===== src/rtl/mult_div.sv =====
// Sequential signed multiply/divide unit.
// A start request in IDLE latches A/B; the datapath then iterates one bit per
// clock for WIDTH clocks (radix-2 Booth for MULT, restoring division on
// magnitudes for DIV). HI/LO are only written on the final iteration, followed
// by a one-cycle DONE state that pulses multStop or DivStop. A zero divisor
// skips RUN entirely and reports DivZero with DivStop right after the start.
module mult_div #(
    parameter int WIDTH = 32
) (
    input  logic             clk,
    input  logic             reset,
    input  logic             MultCtrl,
    input  logic             DivCtrl,
    input  logic [WIDTH-1:0] A,
    input  logic [WIDTH-1:0] B,
    output logic [WIDTH-1:0] HI,
    output logic [WIDTH-1:0] LO,
    output logic             busy,
    output logic             multStop,
    output logic             DivStop,
    output logic             DivZero
);

    localparam int CW = $clog2(WIDTH);

    typedef enum logic [1:0] {IDLE, RUN, DONE} state_t;

    state_t           state_reg, state_next;
    logic [CW-1:0]    cnt_reg;
    logic             op_div_reg;      // 0: multiply, 1: divide
    logic [WIDTH:0]   acc_reg;         // Booth accumulator / partial remainder (one guard bit)
    logic [WIDTH-1:0] q_reg;           // Booth multiplier / dividend-quotient shift register
    logic             q1_reg;          // Booth q(-1) bit
    logic [WIDTH-1:0] opnd_reg;        // multiplicand (signed) or divisor magnitude
    logic             neg_q_reg;       // quotient must be negated
    logic             neg_r_reg;       // remainder must be negated

    logic [WIDTH:0]   acc_next;
    logic [WIDTH-1:0] q_next;
    logic             q1_next;
    logic             busy_next, mult_stop_next, div_stop_next, div_zero_next;
    logic [WIDTH-1:0] res_hi, res_lo;

    // Request decode: MULT has priority when both requests are high
    logic             start, start_div, div_zero_start, last_iter;
    logic [WIDTH-1:0] abs_a, abs_b;

    assign start          = (state_reg == IDLE) && (MultCtrl || DivCtrl);
    assign start_div      = !MultCtrl && DivCtrl;
    assign div_zero_start = start && start_div && (B == '0);
    assign last_iter      = (state_reg == RUN) && (cnt_reg == CW'(WIDTH - 1));
    assign abs_a          = A[WIDTH-1] ? -A : A;
    assign abs_b          = B[WIDTH-1] ? -B : B;

    // State register
    always_ff @(posedge clk or posedge reset) begin
        if (reset) state_reg <= IDLE;
        else       state_reg <= state_next;
    end

    // Next-state logic
    always_comb begin
        state_next = state_reg;
        case (state_reg)
            IDLE:    if (start) state_next = div_zero_start ? DONE : RUN;
            RUN:     if (last_iter) state_next = DONE;
            DONE:    state_next = IDLE;
            default: state_next = IDLE;
        endcase
    end

    // Output logic: next values of the registered status outputs
    always_comb begin
        busy_next      = (state_next != IDLE);
        mult_stop_next = last_iter && !op_div_reg;
        div_stop_next  = (last_iter && op_div_reg) || div_zero_start;
        div_zero_next  = div_zero_start;
    end

    // One iteration step of Booth multiply or restoring divide
    always_comb begin
        logic [WIDTH:0] ext_m, sum, shifted, diff;
        ext_m    = {opnd_reg[WIDTH-1], opnd_reg};
        sum      = acc_reg;
        shifted  = {acc_reg[WIDTH-1:0], q_reg[WIDTH-1]};
        diff     = shifted - {1'b0, opnd_reg};
        acc_next = acc_reg;
        q_next   = q_reg;
        q1_next  = 1'b0;
        if (!op_div_reg) begin
            case ({q_reg[0], q1_reg})
                2'b01:   sum = acc_reg + ext_m;
                2'b10:   sum = acc_reg - ext_m;
                default: sum = acc_reg;
            endcase
            // arithmetic right shift of {acc, Q, q-1}
            acc_next = {sum[WIDTH], sum[WIDTH:1]};
            q_next   = {sum[0], q_reg[WIDTH-1:1]};
            q1_next  = q_reg[0];
        end else begin
            // a set guard bit means the trial subtraction went negative: restore
            if (!diff[WIDTH]) begin
                acc_next = diff;
                q_next   = {q_reg[WIDTH-2:0], 1'b1};
            end else begin
                acc_next = shifted;
                q_next   = {q_reg[WIDTH-2:0], 1'b0};
            end
        end
    end

    // Final result from the last iteration, with divide sign fix-up
    always_comb begin
        if (op_div_reg) begin
            res_lo = neg_q_reg ? -q_next : q_next;
            res_hi = neg_r_reg ? -acc_next[WIDTH-1:0] : acc_next[WIDTH-1:0];
        end else begin
            res_lo = q_next;
            res_hi = acc_next[WIDTH-1:0];
        end
    end

    // Datapath and registered outputs
    always_ff @(posedge clk or posedge reset) begin
        if (reset) begin
            cnt_reg    <= '0;
            op_div_reg <= 1'b0;
            acc_reg    <= '0;
            q_reg      <= '0;
            q1_reg     <= 1'b0;
            opnd_reg   <= '0;
            neg_q_reg  <= 1'b0;
            neg_r_reg  <= 1'b0;
            HI         <= '0;
            LO         <= '0;
            busy       <= 1'b0;
            multStop   <= 1'b0;
            DivStop    <= 1'b0;
            DivZero    <= 1'b0;
        end else begin
            busy     <= busy_next;
            multStop <= mult_stop_next;
            DivStop  <= div_stop_next;
            DivZero  <= div_zero_next;
            case (state_reg)
                IDLE: begin
                    if (start) begin
                        cnt_reg    <= '0;
                        op_div_reg <= start_div;
                        acc_reg    <= '0;
                        q1_reg     <= 1'b0;
                        if (start_div) begin
                            q_reg     <= abs_a;
                            opnd_reg  <= abs_b;
                            neg_q_reg <= A[WIDTH-1] ^ B[WIDTH-1];
                            neg_r_reg <= A[WIDTH-1];
                        end else begin
                            q_reg     <= B;
                            opnd_reg  <= A;
                            neg_q_reg <= 1'b0;
                            neg_r_reg <= 1'b0;
                        end
                    end
                end
                RUN: begin
                    acc_reg <= acc_next;
                    q_reg   <= q_next;
                    q1_reg  <= q1_next;
                    cnt_reg <= cnt_reg + CW'(1);
                    if (last_iter) begin
                        HI <= res_hi;
                        LO <= res_lo;
                    end
                end
                default: ;
            endcase
        end
    end

endmodule


===== config.mk =====
export PLATFORM = sky130hd
export DESIGN_NAME = mult_div
export DESIGN_NICKNAME = d
export VERILOG_FILES = /design/src/rtl/mult_div.sv
export SDC_FILE = /design/constraint.sdc
export NUM_CORES = 1
export LEC_CHECK = 0
export ABC_CLOCK_PERIOD_IN_PS = 19480
export CAP_MARGIN = 0
export CORE_ASPECT_RATIO = 0.9
export CORE_UTILIZATION = 40
export DETAILED_ROUTE_END_ITERATION = 12
export GPL_ROUTABILITY_DRIVEN = 1
export PLACE_DENSITY = 0.62
export REMOVE_ABC_BUFFERS = 1
export SLEW_MARGIN = 5
export SYNTH_ARGS = -nofsm -noshare
export SYNTH_HDL_FRONTEND = slang
export SYNTH_SLANG_ARGS = --single-unit
export TNS_END_PERCENT = 30

===== constraint.sdc =====
create_clock -name clk -period 19.48 [get_ports clk]
set_input_delay 4.87 -clock clk [delete_from_list [all_inputs] [get_ports clk]]
set_output_delay 4.87 -clock clk [all_outputs]
set_load 0.1 [all_outputs]

==> results by group <==
Status
  – Status: finished, final reports clean

Worst setup path
  – CP Launch Point: q_reg[31]$_DFFE_PP0P_
  – WP buf/inv: 3
  – CP required: around 20 ns
  – Crit-path slowest cell: or4_1
  – Worst stage delay on the critical path: 0.56 ns
  – CP arrival: 8.39 ns
  – Critical path launch point type: register
  – Crit. End Element: register
  – Crit path max-delay family: simple AND/OR/NAND/NOR gates
  – FF-to-FF Start: q_reg[31]$_DFFE_PP0P_
  – Crit path kind: register to register
  – CP dominant cell by count: o21ai_0
  – Crit Path Max Fanout: 45

Clocking
  – Gates resized, CTS repair: 0
  – Post-CTS Hold Fix Bufs: 0
  – Skew-Pair Late Insertion Delay: roughly 0.47 ns
  – Postcts setup bufs: 0
  – Clock Sinks: 176
  – Clk root buf: clkbuf_16
  – CTS Buf Count: 17
  – CTS Buffer Depth: 2
  – Clock slew at reported path FFs: 0.08 ns
  – CTS H-tree depth: 4
  – CTS tree: done

Die
  – Die Y: just under 200 um
  – Num ports: 136
  – Die outline width: about 210 um
  – Die ar.: approximately 41000 um^2
  – Initial Util: between 40% and 50%
  – Core outline area: between 30000 and 40000 um^2
  – Standard-cell rows: 69

Timing
  – Slew margin rel.: ~16%
  – Skew final: about 0.016 ns
  – Peak Freq: around 0.12 GHz
  – Period utilization: approximately two fifths
  – Hold Fails Final Rpt: 0
  – RSZ-0062 raised after global routing: no
  – Max-slew violations: 0
  – Slew @ Worst Pin: ~1.3 ns
  – Fin Setup TNS: 0 ns
  – Final setup viols: 0
  – Min Tclk post-route: between 8 and 9 ns

Synthesis
  – Sequential-to-total area share from yosys stat: between 20% and 30%
  – Post-synth ARST share: between 90% and 100%
  – Top FF cell, synth: dfrtp_1
  – Post-Syn Area: between 15000 and 20000 um^2
  – Synth Warn #: 0
  – Post-Synthesis Mean Instance Area: about 7.9 um^2
  – Post-Syn Instances: a little over 2000
  – Post-synthesis register bit count: 176
  – Post-synth cell types: 94
  – Number of synthesized flops with an enable pin: 0

Layout
  – N_diodes: 0
  – Share of layout cells above drive strength 1: 5.238%
  – Synth-to-Final Area Change: 14.47%
  – Max FFs per register: 33
  – Footprint of the multi-input gates: approximately 11000 um^2
  – Fill cells: 3993
  – Non-filler cells, final: approximately 2600
  – Nets@finish: around 2200
  – Register area: about 4400 um^2

Global route
  – First-pass GRT wire length: 88850 um
  – Initial antenna violation count: 0
  – Pin count of the biggest net entering global routing: roughly 120
  – Grt ovf: 0
  – All-Layer GR Usage: 27.67%
  – Vias in the first global route: between 15000 and 20000

Detailed routing
  – Post-Route WL: between 50000 and 60000 um
  – Via density: ~6.1
  – Drt pass-1 iters: 6
  – # DRC: 0
  – Post-DRT Antenna Nets: 0
  – WL met3: 3225 um
  – Via count: 16180
  – Post-DR wirelength/cell: 21.85 um
  – Max Used Layer: met4
  – Met2 routed WL: 25930 um
  – Post-Route M1 WL: 26800 um
  – First DRT Iteration DRCs: around 1400

Placed design
  – Final GP Congestion: between 0.9 and 1
  – IO Port Bufs: about 140
  – Placed Instances: 2600
  – HPWL after DPL: around 43000 um

Flow run
  – Max_cap viols: 0

Hold path
  – Hold path start: LO[30]$_DFFE_PP0P_
  – Hold crit path type: register to register
[layer usage]
metal	GRT usage (%)	vias up
met3	4.476	84
met4	9.203	0
li1	-	7729
met1	38.16	7837
met2	43.96	526
met5	0	-
[worst register-to-register path, delay by kind of cell, from the launching register on]
| kind | cells | cell delay, ns |
|---|---|---|
| xor gates and xnor gates | 1 | 0.15 |
| adders and majority gates | 4 | 1.10 |
| and+or+nand+nor | 10 | 3.29 |
| AOI/OAI and AO/OA | 10 | 2.40 |
| DFF | 1 | 0.53 |
| buffers and inverters | 3 | 0.45 |
[per-stage QoR]
stage          setup slack (ns)  instance area, um^2  hold slack [ns]  util, %
2_1_floorplan             9.836                15660           0.4494        -
3_3_place_gp              11.22                17920           0.4670    45.12
3_5_place_dp              11.20                17920           0.4684    45.12
4_1_cts                   11.63                18540           0.4859    46.68
5_1_grt                   10.85                18540           0.5034    46.68
6_report                  11.41                18540           0.4802    46.68
[area by class of cell]
| class | count | area share, % |
|---|---|---|
| flip-flops and latches | 176 | 23.78 |
| inverters | 77 | 1.600 |
| well taps | 532 | 3.590 |
| clock buffers | 19 | 2.389 |
| repair buffers | 161 | 8.342 |
| multi-input cells | 1654 | 59.34 |
| clock inverters | 13 | 0.9584 |
[kinds of logic after synthesis]
| group | synth area share, % |
|---|---|
| AOI/OAI and AO/OA | 30.14 |
| xor gates and xnor gates | 9.248 |
| DFF | 27.19 |
| adders and majority gates | 5.887 |
| muxes | 3.399 |
| and+or+nand+nor | 19.05 |
| buffers and inverters | 5.084 |
[worst paths after layout]
check | endpoint | slack [ns] | cells past startpoint
worst max-delay path | LO[30]$_DFFE_PP0P_ | 11.41 | 28
worst min-delay path | LO[30]$_DFFE_PP0P_ | 0.48 | 2
worst max register to register | LO[30]$_DFFE_PP0P_ | 11.41 | 28
worst min register to register | LO[30]$_DFFE_PP0P_ | 0.48 | 2
max in group asynchronous | acc_reg[6]$_DFFE_PP0P_ | 13.09 | 3
min in group asynchronous | LO[31]$_DFFE_PP0P_ | 4.98 | 2
[cells in the mapped netlist, types with 8 or more instances]
cell	instances	area (um^2)
nand2_1	203	762.0
dfrtp_1	176	4404
o21ai_0	160	800.8
a21oi_1	154	770.7
nor2_1	132	495.5
xnor2_1	126	1104
clkbuf_1	116	435.4
inv_1	74	277.8
ha_1	73	913.4
nand3_1	69	345.3
a22oi_1	53	397.9
mux2i_1	49	490.5
nor3_1	45	225.2
xor2_1	45	394.1
o31ai_1	43	322.8
o22ai_1	39	244.0
a21o_1	33	247.7
nand4_1	31	193.9
or3_1	27	168.9
o221ai_1	25	219.0
a31oi_1	23	143.9
or4_1	21	157.7
o211ai_1	20	150.1
and2_1	18	112.6
o21a_1	18	135.1
a221oi_1	17	148.9
a211oi_1	16	120.1
nor2b_1	16	100.1
o41ai_1	16	140.1
and3_1	15	93.84
nand2b_1	15	93.84
buf_2	10	50.05
buf_1	8	30.03
nor4_1	8	50.05
[layout by cell type, fill, tap and decap left out, types with 43 or more instances in the layout]
cell             instances
xnor2_1                126
xor2_1                  45
dfrtp_1                175
a21oi_1                154
o31ai_1                 43
mux2i_1                 49
nor3_1                  45
a22oi_1                 53
nand3_1                 69
nor2_1                 129
o21ai_0                160
clkdlybuf4s50_1        135
nand2_1                202
ha_1                    73
inv_1                   73
Power is not shown: default switching activity piles up to over one toggle a cycle in this logic, so the estimate is an artifact.
